===== src/rtl/spi_display_sequencer.sv =====
// rtl/spi_display_sequencer.sv - init-ROM and frame-stream byte sequencer for an SPI display
//
// Walks a 10-bit init ROM {type, payload} (00 cmd byte, 01 data byte,
// 10 delay of payload*MS_CYCLES clocks, 11 end), then streams frame bytes
// from a valid/ready source, one byte in flight at a time.
// Optional: define SEQ_WINDOW_CMD_EN to send the column/page window
// commands (21 00 7F 22 00 07) ahead of every frame.
//
// Ports:
//   clk, reset_n          clock, asynchronous active-low reset
//   start                 one-cycle request to run the init sequence (IDLE only)
//   busy, init_done       status levels
//   pix_valid, pix_data   frame byte source
//   pix_ready             frame byte accepted when high together with pix_valid
//   frame_done            one-cycle pulse after the last byte of each frame
//   spi_data_out, dc_in   byte and D/C to the SPI master (registered)
//   spi_send              send request level to the SPI master
//   spi_send_done         completion level from the SPI master (slow, long)
module spi_display_sequencer #(
    parameter int ROM_DEPTH   = 32,
    parameter int MS_CYCLES   = 100000,
    parameter int FRAME_BYTES = 1024,
    parameter logic [ROM_DEPTH*10-1:0] ROM_INIT = {{(ROM_DEPTH-6){10'h300}},
        10'h300, 10'h0AF, 10'h20A, 10'h014, 10'h08D, 10'h0AE}
) (
    input  logic       clk,
    input  logic       reset_n,
    input  logic       start,
    output logic       busy,
    output logic       init_done,
    input  logic       pix_valid,
    input  logic [7:0] pix_data,
    output logic       pix_ready,
    output logic       frame_done,
    output logic [7:0] spi_data_out,
    output logic       dc_in,
    output logic       spi_send,
    input  logic       spi_send_done
);

    localparam int IDX_W  = $clog2(ROM_DEPTH + 1);
    localparam int DLY_W  = $clog2(255 * MS_CYCLES + 1);
    localparam int FCNT_W = $clog2(FRAME_BYTES) + 1;

    localparam logic [1:0] SRC_ROM = 2'd0;
    localparam logic [1:0] SRC_PIX = 2'd1;
    localparam logic [1:0] SRC_WIN = 2'd2;

    typedef enum logic [2:0] {
        ST_IDLE,
        ST_FETCH,
        ST_SEND,
        ST_WAIT_DONE,
        ST_WAIT_LOW,
        ST_DELAY,
`ifdef SEQ_WINDOW_CMD_EN
        ST_WINDOW,
`endif
        ST_STREAM
    } state_t;

    // State entered at the start of every frame.
`ifdef SEQ_WINDOW_CMD_EN
    localparam state_t ST_FRAME = ST_WINDOW;
`else
    localparam state_t ST_FRAME = ST_STREAM;
`endif

    state_t             state_q;
    logic [IDX_W-1:0]   idx_q;
    logic [DLY_W-1:0]   dly_q;
    logic [FCNT_W-1:0]  fcnt_q;
    logic [1:0]         src_q;
    logic [7:0]         data_q;
    logic               dc_q;
    logic               send_q;
    logic               busy_q;
    logic               init_done_q;
    logic               frame_done_q;
    logic [9:0]         rom_entry;
    logic [DLY_W-1:0]   dly_load;

`ifdef SEQ_WINDOW_CMD_EN
    logic [2:0] win_idx_q;

    function automatic logic [7:0] win_byte(input logic [2:0] i);
        case (i)
            3'd0:    win_byte = 8'h21;
            3'd1:    win_byte = 8'h00;
            3'd2:    win_byte = 8'h7F;
            3'd3:    win_byte = 8'h22;
            3'd4:    win_byte = 8'h00;
            default: win_byte = 8'h07;
        endcase
    endfunction
`endif

    // Out-of-range index reads as an end entry.
    always_comb begin
        rom_entry = 10'h300;
        for (int i = 0; i < ROM_DEPTH; i++) begin
            if (idx_q == IDX_W'(i)) rom_entry = ROM_INIT[i*10 +: 10];
        end
    end

    assign dly_load = DLY_W'(rom_entry[7:0]) * DLY_W'(MS_CYCLES);

    always_ff @(posedge clk or negedge reset_n) begin
        if (!reset_n) begin
            state_q      <= ST_IDLE;
            idx_q        <= '0;
            dly_q        <= '0;
            fcnt_q       <= '0;
            src_q        <= SRC_ROM;
            data_q       <= 8'h00;
            dc_q         <= 1'b0;
            send_q       <= 1'b0;
            busy_q       <= 1'b0;
            init_done_q  <= 1'b0;
            frame_done_q <= 1'b0;
`ifdef SEQ_WINDOW_CMD_EN
            win_idx_q    <= '0;
`endif
        end else begin
            frame_done_q <= 1'b0;
            case (state_q)
                ST_IDLE: begin
                    if (start) begin
                        idx_q   <= '0;
                        busy_q  <= 1'b1;
                        state_q <= ST_FETCH;
                    end
                end
                ST_FETCH: begin
                    if (idx_q == IDX_W'(ROM_DEPTH) || rom_entry[9:8] == 2'b11) begin
                        init_done_q <= 1'b1;
                        state_q     <= ST_FRAME;
                    end else if (rom_entry[9:8] == 2'b10) begin
                        dly_q   <= dly_load;
                        state_q <= ST_DELAY;
                    end else begin
                        data_q  <= rom_entry[7:0];
                        dc_q    <= rom_entry[8];
                        src_q   <= SRC_ROM;
                        state_q <= ST_SEND;
                    end
                end
                ST_SEND: begin
                    // Never raise a request while the master still shows done.
                    if (!spi_send_done) begin
                        send_q  <= 1'b1;
                        state_q <= ST_WAIT_DONE;
                    end
                end
                ST_WAIT_DONE: begin
                    if (spi_send_done) begin
                        send_q  <= 1'b0;
                        state_q <= ST_WAIT_LOW;
                    end
                end
                ST_WAIT_LOW: begin
                    if (!spi_send_done) begin
                        case (src_q)
                            SRC_PIX: begin
                                if (fcnt_q == FCNT_W'(FRAME_BYTES - 1)) begin
                                    fcnt_q       <= '0;
                                    frame_done_q <= 1'b1;
                                    state_q      <= ST_FRAME;
                                end else begin
                                    fcnt_q  <= fcnt_q + 1'b1;
                                    state_q <= ST_STREAM;
                                end
                            end
`ifdef SEQ_WINDOW_CMD_EN
                            SRC_WIN: begin
                                win_idx_q <= win_idx_q + 1'b1;
                                state_q   <= ST_WINDOW;
                            end
`endif
                            default: begin
                                idx_q   <= idx_q + 1'b1;
                                state_q <= ST_FETCH;
                            end
                        endcase
                    end
                end
                ST_DELAY: begin
                    if (dly_q == '0) begin
                        idx_q   <= idx_q + 1'b1;
                        state_q <= ST_FETCH;
                    end else begin
                        dly_q <= dly_q - 1'b1;
                    end
                end
`ifdef SEQ_WINDOW_CMD_EN
                ST_WINDOW: begin
                    if (win_idx_q == 3'd6) begin
                        win_idx_q <= '0;
                        state_q   <= ST_STREAM;
                    end else begin
                        data_q  <= win_byte(win_idx_q);
                        dc_q    <= 1'b0;
                        src_q   <= SRC_WIN;
                        state_q <= ST_SEND;
                    end
                end
`endif
                ST_STREAM: begin
                    if (pix_valid) begin
                        data_q  <= pix_data;
                        dc_q    <= 1'b1;
                        src_q   <= SRC_PIX;
                        state_q <= ST_SEND;
                    end
                end
                default: state_q <= ST_IDLE;
            endcase
        end
    end

    // In STREAM nothing is outstanding, so ready follows valid for the one
    // cycle before the FSM leaves for SEND.
    assign pix_ready    = (state_q == ST_STREAM) && pix_valid;
    assign busy         = busy_q;
    assign init_done    = init_done_q;
    assign frame_done   = frame_done_q;
    assign spi_data_out = data_q;
    assign dc_in        = dc_q;
    assign spi_send     = send_q;

endmodule


===== config.mk =====
export PLATFORM = sky130hd
export DESIGN_NAME = spi_display_sequencer
export DESIGN_NICKNAME = d
export VERILOG_FILES = /design/src/rtl/spi_display_sequencer.sv
export SDC_FILE = /design/constraint.sdc
export NUM_CORES = 1
export LEC_CHECK = 0
export BUFFER_PORTS_ARGS = -buffer_cell sky130_fd_sc_hd__buf_2
export CAP_MARGIN = 20
export CORE_MARGIN = 2
export CORE_UTILIZATION = 47
export DETAILED_ROUTE_END_ITERATION = 8
export GPL_TIMING_DRIVEN = 0
export MAX_ROUTING_LAYER = met4
export PLACE_DENSITY = 0.61
export SLEW_MARGIN = 20
export SYNTH_ARGS = -nofsm -noshare
export SYNTH_HDL_FRONTEND = slang
export SYNTH_SLANG_ARGS = --single-unit

===== constraint.sdc =====
create_clock -name clk -period 9.3 [get_ports clk]
set_input_delay 1.86 -clock clk [delete_from_list [all_inputs] [get_ports clk]]
set_output_delay 1.86 -clock clk [all_outputs]
set_load 0.03 [all_outputs]

# ---- Yosys cells after proc, flatten, opt, wreduce, memory -nomap -nowiden
# Cells that the tools add are included.
dict set report word_totals {
  regBits 60
  wordCells 157
}
dict set report classes {
  n_addsub 3
  mul 1
  eq_ne 53
  mux 71
  n_bitwise 1
  n_reduce_logical 17
}
# op n
set ops {}
lappend ops {{2-to-1 mux 10 bit} 32}
lappend ops {{== test 6 x 5 -> 1 bit (second input constant)} 16}
lappend ops {{2-to-1 mux 25 bit} 3}
lappend ops {{case mux 25 bit (2 select lines)} 1}
lappend ops {{== test 6 x 4 -> 1 bit (second input constant)} 8}
lappend ops {{2-to-1 mux 3 bit} 9}
lappend ops {{zero test 25 bit} 1}
lappend ops {{subtractor 25 x 1 -> 25 bit (second input constant)} 1}
lappend ops {{== test 6 x 3 -> 1 bit (second input constant)} 4}
lappend ops {{2-to-1 mux 6 bit} 4}
lappend ops {{2-to-1 mux 8 bit} 3}
lappend ops {{inequality test 2 bit (second input constant)} 11}
lappend ops {{case mux 3 bit (7 select lines)} 1}
lappend ops {{multiplier 8 x 12 -> 20 bit (second input constant)} 1}
lappend ops {{case mux 6 bit (3 select lines)} 1}
lappend ops {{case mux 8 bit (2 select lines)} 1}
lappend ops {{== test 6 x 2 -> 1 bit (second input constant)} 2}
lappend ops {{adder 11 x 1 -> 11 bit (second input constant)} 1}
lappend ops {{== test 11 x 10 -> 1 bit (second input constant)} 1}
lappend ops {{2-to-1 mux 11 bit} 1}
lappend ops {{== test 3 bit (second input constant)} 3}
lappend ops {{2-to-1 mux 1 bit} 9}
lappend ops {{AND reduction 4 bit} 2}
lappend ops {{adder 6 x 1 -> 6 bit (second input constant)} 1}
lappend ops {{other kinds (20)} 29}

# ---- Depth between registers and ports, before layout
# Gate-level depths: netlist of run 1.
dict set report logic_depth {
  word_depth 37
  depth_mapped 20
}

# ---- Least setup slack after synthesis of run 1
# OpenSTA, ideal clock, no wires.
dict set report synth_path {
  path_kind {reg2reg}
  startpoint {reg idx_q[3]}
  endpoint {reg dly_q[21]}
  setup_ps 129
  arrival_time_ps 5253
  required_ps 9171
  setup_slack_ps 3918
  stages_incl_launch_ff 19
  cell_sequence {dfrtp_1 -> clkbuf_1 -> or3_1 -> clkbuf_1 -> a2111oi_0 -> inv_1 -> fa_1 -> inv_1 -> ha_1 -> ha_1 -> inv_1 -> fa_1 -> nand2b_1 -> a21oi_1 -> o32ai_1 -> o32ai_1 -> mux2i_1 -> o21ai_0 -> nand3_1}
}
dict set report synth_via {
  elab_chain_len 37
  word_cells_on_any_way 75
}
# element line
set synth_lines {}
lappend synth_lines {{start: declaration} 70} ;# logic [IDX_W-1:0] idx_q;
lappend synth_lines {{start signal: assignment} 181} ;# idx_q <= idx_q + 1'b1;
lappend synth_lines {{start signal: assignment} 189} ;# idx_q <= idx_q + 1'b1;
lappend synth_lines {{zero test 6 bit} 102} ;# if (idx_q == IDX_W'(i)) rom_entry = ROM_INIT[i*10 +: 10];
lappend synth_lines {{2-to-1 mux 10 bit (32 in series)} 102}
lappend synth_lines {{multiplier 8 x 12 -> 20 bit / == test 2 bit (equally long branches)} {106, 135}}
lappend synth_lines {{2-to-1 mux 25 bit / logical OR 1 bit (equally long branches)} {138, 135}}
lappend synth_lines {{2-to-1 mux 25 bit / inequality test 2 bit (equally long branches)} n/a}
lappend synth_lines {{case mux 25 bit (2 select lines) / AND reduction 4 bit (equally long branches)} n/a}
lappend synth_lines {{end signal: assignment} 139} ;# dly_q <= dly_load;
lappend synth_lines {{end signal: assignment} 192} ;# dly_q <= dly_q - 1'b1;
lappend synth_lines {{end: declaration} 71} ;# logic [DLY_W-1:0] dly_q;
# Parallel ways exist; a longest one is shown, timed or not. The select of a mux whose other input is x is not followed.
# A chain may end at the register's enable or synchronous reset.

# ---- Worst setup path in the final report of run 1
dict set report layout_path {
  startpoint {reg idx_q[0]}
  endpoint {reg dly_q[21]}
}
# Same word-level chain as after synthesis.

==> impl_metrics.tcl, run 1 <==
set metrics [dict create \
    crit_chain "ha_1 > clkbuf_1 > or3_1 > a2111oi_4 > o2111a_1 > inv_1 > fa_1 > inv_1 > fa_1 > ha_1 > nand2b_1 > a21oi_1 > o32ai_1 > o32ai_1 > mux2i_1 > o21ai_0 > nand3_1" \
    vias 4135 \
    r2r-start "idx_q[0]" \
    port_buffers 26 \
    die_w_um 105 \
    filler_cell_count 926 \
    worstSetupEndpoint "dly_q[21]" \
    wl_per_cell_um 15.3 \
    setup_violations 0 \
    skew_ns 0.00756 \
    grt_pass1_wl_um 19300 \
    grt_pass1_vias 3984 \
    synth_warnings 0 \
    outcome "finished clean" \
    drc_errors 0 \
    multi_input_area_um2 3120 \
    synth_ff_type "dfrtp_1" \
    htreeDepth 3 \
    startpoint_type "flop" \
    grt_overflow 0 \
    drt-total-wl_um 11200 \
    r2r-end "dly_q[21]" \
    num_antenna_cells 0 \
    rrSetupSlack_ns 3.82 \
    worst_pin_slew_ns 0.782 \
    globalplace.congestion 0.900 \
    drive_above_1_share_pct 12.4 \
    syn_area_per_cell_um2 8.66 \
    antenna_found_initial 0 \
    hold_viol_final 0 \
    grt_usage_pct 22.3 \
    cts_resized 0 \
    rsz0062_at_grt "false" \
    synthCells 554 \
    drt_first_pass_iters 5 \
    place_area_um2 5110 \
    synth_edf_count 0 \
    cp_slowest_cell "o32ai_1" \
    max_stage_delay_ns 0.61 \
    seq_area_frac_synth_pct 30.8 \
    async_flop_share_pct 100 \
    syn_nets 627 \
    synthMostInstantiatedCell "o21ai_0" \
    cp_data_arrival_time_ns 5.71 \
    syn_area_um2 4800 \
    clk_latency_ns 0.35 \
    cts_hold_buffers 0 \
    grt_max_degree 60 \
    max_freq_mhz 183 \
    reg2reg_depth 17 \
    avgViaCountPerCell 5.66 \
    required_ns 9.53 \
    die_y_um 105 \
    cts_max_path_buffers 2 \
    ioPinCount 27 \
    core_um2 9860 \
    postCtsSetupBuffers 0 \
    cts-root-buf "clkbuf_8" \
    clk_pin_slew_ns 0.08 \
    relSlewSlack_pct 47.9 \
    clkSinkCount 59 \
    num_rows 36 \
    setup_tns_ns 0 \
    worstSetupStartpoint "idx_q[0]" \
    path_max_fanout 10 \
    synth_top_area_share_pct 30.8 \
    synth_seq_cells 59 \
    ys_types 68 \
    numCtsBuffers 9 \
    holdCritPathClass "flop to flop" \
    cts_tree "built" \
    worstSetupPathType "flop to flop" \
    period_minus_slack_ns 5.48 \
    finalCritPeriodShare_pct 58.9 \
    area_delta_synth_final_pct 10.6 \
    initialDrtViolationCount 221 \
    initial_utilization_pct 48.7 \
    final_area_um2 5310 \
    yosys-top-cells-area "dfrtp_1 (31%), ha_1 (14%), o21ai_0 (6.5%), nand2_1 (4.1%), nor2_1 (3.6%)" \
    seqCellArea_um2 1480 \
    holdWs_ns 0.467 \
    synth_area_leader_cell "dfrtp_1" \
    yosys-top-cells-count "o21ai_0 (62), dfrtp_1 (59), ha_1 (52), nand2_1 (52), nor2_1 (46)" \
    die-area_um2 11000 \
    drv_cap 0 \
    end_kind "flop" \
    hpwl_um 8400 \
    drtAntennaViolNets 0 \
    maxSlewViolCount 0 \
    nNetsFinal 665 \
]
[cell families after synthesis]
kind of cell / Yosys count / share of synthesized area, %
mux: 12 / 2.55
simple gates: 203 / 22.3
fa+ha+maj: 60 / 16.9
compound gates: 153 / 20.5
xor+xnor: 14 / 2.55
buf+inv: 52 / 4.41
other cells: 1 / 0.0781
flops: 59 / 30.8
[per-stage QoR]
step                      util (%)  worst slack, ns  std cells
final                         53.8             3.82        730
after global routing          53.8             3.36        730
after CTS                     53.8             3.77        730
after detailed placement      51.8             3.80        714
after global placement        51.7             2.92        713
after floorplan                  -             3.92        554
[cell type report]
class | count | share of cell area, %
clock inverters | 7 | 1.44
clock buffers | 9 | 2.33
well taps | 133 | 3.13
multi-input cells | 443 | 58.7
inverters | 29 | 2.05
flip-flops and latches | 59 | 27.8
repair buffers | 27 | 2.59
plain buffers | 23 | 1.93
[worst max-delay path, delay by kind of cell (launching register included)]
| family | cells | cell delay (ns) |
|---|---|---|
| AOI/OAI and AO/OA | 6 | 2.14 |
| adders and majority gates | 4 | 1.56 |
| and+or+nand+nor | 3 | 0.67 |
| DFF | 1 | 0.45 |
| buffers and inverters | 3 | 0.39 |
| muxes | 1 | 0.15 |
[layer usage]
| layer | GRT usage [%] | up-vias | wire [µm] |
|---|---|---|---|
| met5 | - | - | 0 |
| li1 | - | 2091 | - |
| met4 | 6.86 | 0 | 227 |
| met3 | 3.87 | 17 | 332 |
| met2 | 34.1 | 73 | 5090 |
| met1 | 30.2 | 1954 | 5520 |
[flip-flops by register name, indices dropped and copies added, names as in the netlist, 3 cells and up]
register,cells
dly_q,25
fcnt_q,11
spi_data_out,8
idx_q,6
state_q,3
[how the worst min path moves through the flow]
stage / start / endpoint / slack (ns) / cells past startpoint
floorplan: dly_q[17] / dly_q[17] / 0.44 / 2
global placement: init_done / init_done / 0.44 / 1
detailed placement: init_done / init_done / 0.45 / 1
CTS: init_done / init_done / 0.47 / 1
global route: init_done / init_done / 0.51 / 1
finish: init_done / init_done / 0.47 / 1
[layout by cell type (no fill, tap or decap), types with 4 or more instances in the layout]
master	instances
nand2b_1	14
mux2i_1	10
nor3_1	19
nor4_1	6
o2111a_1	4
or4_1	4
clkbuf_8	9
nor2_1	46
o21ai_0	62
buf_2	33
xor2_1	4
nand2_1	52
nand3_1	13
nand4_1	4
clkbuf_1	14
and3_1	4
or2_2	7
or3_1	9
fa_1	8
ha_1	52
a22o_1	4
a21oi_1	31
o31ai_1	8
o21a_1	7
xnor2_1	10
inv_1	29
nor2b_1	4
a21o_1	4
dfrtp_1	59
Power of run 1 is left out: the tool's default activity adds up to more than one toggle a clock period on the data nets, which glitch-free logic cannot reach.
==> inputs of run 2 (changes only) <==
clock period = 5.4 ns   (was 9.3 ns; I/O delays follow)
==> run 2 against run 1 <==
Compared with the run above: maximum frequency up 8.4%; via count up 0.68%; clock skew up 0.00088 ns; sequential share of layout area down 0.41 points; register-to-register slack worse by 3.5 ns; global-route usage up 0.11 points; sequential cell count unchanged; setup slack worse by 3.5 ns; non-clock buffer count up 3; final cell count up 0.41%; die area unchanged; clock-buffer cell count unchanged.
==> impl_metrics.tcl, run 2 (synthesis gave the netlist of run 1 again) <==
set metrics [dict create \
    outcome "finished clean" \
    regMostFlops "dly_q" \
    path_max_fanout 10 \
    startpoint_type "flop" \
    crit_family "adder cells" \
    ioPinCount 27 \
    drc_errors 0 \
    hold_viol_final 0 \
    avgViaCountPerCell 5.68 \
    clkSinkCount 59 \
    globalplace.congestion 0.900 \
    cts_tree "built" \
    area_delta_synth_final_pct 12.3 \
    core_um2 9860 \
    worst_pin_slew_ns 0.787 \
    wl_met1_um 5550 \
    worst-path-buf-inv 1 \
    max_freq_mhz 198 \
    reg2reg_depth 16 \
    grt_overflow 0 \
    r2r-start "idx_q[0]" \
    grt_pass1_vias 4013 \
    die_w_um 105 \
    wl_per_cell_um 15.5 \
    final_area_um2 5390 \
    cp_data_arrival_time_ns 5.27 \
    grt_max_degree 60 \
    drv_cap 0 \
    num_rows 36 \
    skew_ns 0.00845 \
    rsz0062_at_grt "false" \
    nNetsFinal 668 \
    finalCritPeriodShare_pct 93.6 \
    r2r-end "dly_q[23]" \
    end_kind "flop" \
    antenna_found_initial 0 \
    period_minus_slack_ns 5.05 \
    drt_first_pass_iters 5 \
    worstSetupPathType "flop to flop" \
    holdCritPathClass "flop to flop" \
    crit_chain "ha_1 > or3_1 > a2111oi_4 > o2111a_2 > ha_1 > inv_1 > ha_1 > fa_1 > ha_1 > ha_1 > o21a_1 > o21a_1 > o32ai_4 > o32ai_4 > o41ai_1 > nand3_1" \
    drt-total-wl_um 11400 \
    cts_max_path_buffers 2 \
    drive_above_1_share_pct 14.2 \
    num_antenna_cells 0 \
    grt_pass1_wl_um 19400 \
    numCtsBuffers 9 \
    vias 4163 \
    wl_met2_um 5260 \
    initial_utilization_pct 48.7 \
    rrSetupSlack_ns 0.35 \
    largest_reg_flops 25 \
    grt_usage_pct 22.4 \
    htreeDepth 3 \
    clk_pin_slew_ns 0.08 \
    worstSetupStartpoint "idx_q[0]" \
    hp-start "init_done" \
    place_area_um2 5110 \
    initialDrtViolationCount 223 \
    clk_latency_ns 0.35 \
    routed-wl-met3_um 378 \
    layout_common_cells "o21ai_0 (61), dfrtp_1 (59), nand2_1 (52), ha_1 (52), nor2_1 (46)" \
    hold_path_depth 1 \
    cp_slowest_cell "a2111oi_4" \
    setup_violations 0 \
    holdPathEnd "init_done" \
    relSlewSlack_pct 47.5 \
    die-area_um2 11000 \
    layout_commonest_cell "o21ai_0" \
    drtAntennaViolNets 0 \
    cts-root-buf "clkbuf_8" \
    max_stage_delay_ns 0.49 \
    top_layer "met4" \
    hpwl_um 8400 \
    required_ns 5.62 \
    port_buffers 26 \
    die_y_um 105 \
    maxSlewViolCount 0 \
    path_common_cell "ha_1" \
]
run 2: worst reg2reg max path, stage by stage, from the launching register on:
cell and delay (ns):
dfrtp_1 0.44, ha_1 0.36, or3_1 0.46, a2111oi_4 0.49
o2111a_2 0.33, ha_1 0.24, inv_1 0.08, ha_1 0.24
fa_1 0.47, ha_1 0.30, ha_1 0.35, o21a_1 0.19
o21a_1 0.20, o32ai_4 0.19, o32ai_4 0.16, o41ai_1 0.31
nand3_1 0.12
run 2: worst max-delay path by stage:
| stage | endpoint | cells past startpoint |
|---|---|---|
| 2_1_floorplan | dly_q[21] | 18 |
| 3_3_place_gp | dly_q[21] | 18 |
| 3_5_place_dp | dly_q[21] | 17 |
| 4_1_cts | dly_q[18] | 17 |
| 5_1_grt | dly_q[21] | 19 |
| 6_report | dly_q[23] | 16 |
run 2: final cells by class:
type / count / area (µm²)
sequential: 59 / 1480
inverter: 29 / 109
buffer: 22 / 98.8
fill: 917 / 4480
clock buffer: 9 / 124
tap: 133 / 166
timing repair buffer: 31 / 168
clock inverter: 7 / 76.3
multi-input combinational: 443 / 3170
run 2: metal layers:
layer / vias to the layer above / track usage, %
met5: - / -
met3: 15 / 4.12
met1: 1972 / 30.2
met2: 78 / 34.2
met4: 0 / 7.14
li1: 2098 / -
run 2: timing repair:
action	CTS	global route
buffers inserted	0	4
hold buffers	0	0
hold endpoints to repair	0	0
endpoints found under the setup margin	4	8
pin swaps	0	2
gates resized for setup	3	7
gates cloned	0	0
run 2: stage by stage:
step	hold slack [ns]	util [%]	setup slack (ns)	instances	TNS (ns)
6_report	0.465	54.6	0.348	733	0
5_1_grt	0.510	54.6	0.0116	733	0
4_1_cts	0.466	54.0	0.0644	730	0
3_5_place_dp	0.449	51.8	-0.0972	714	-0.203
3_3_place_gp	0.445	51.7	-0.980	713	-6.59
2_1_floorplan	0.442	-	0.0180	554	0
Power of run 2 is left out for the same reason.
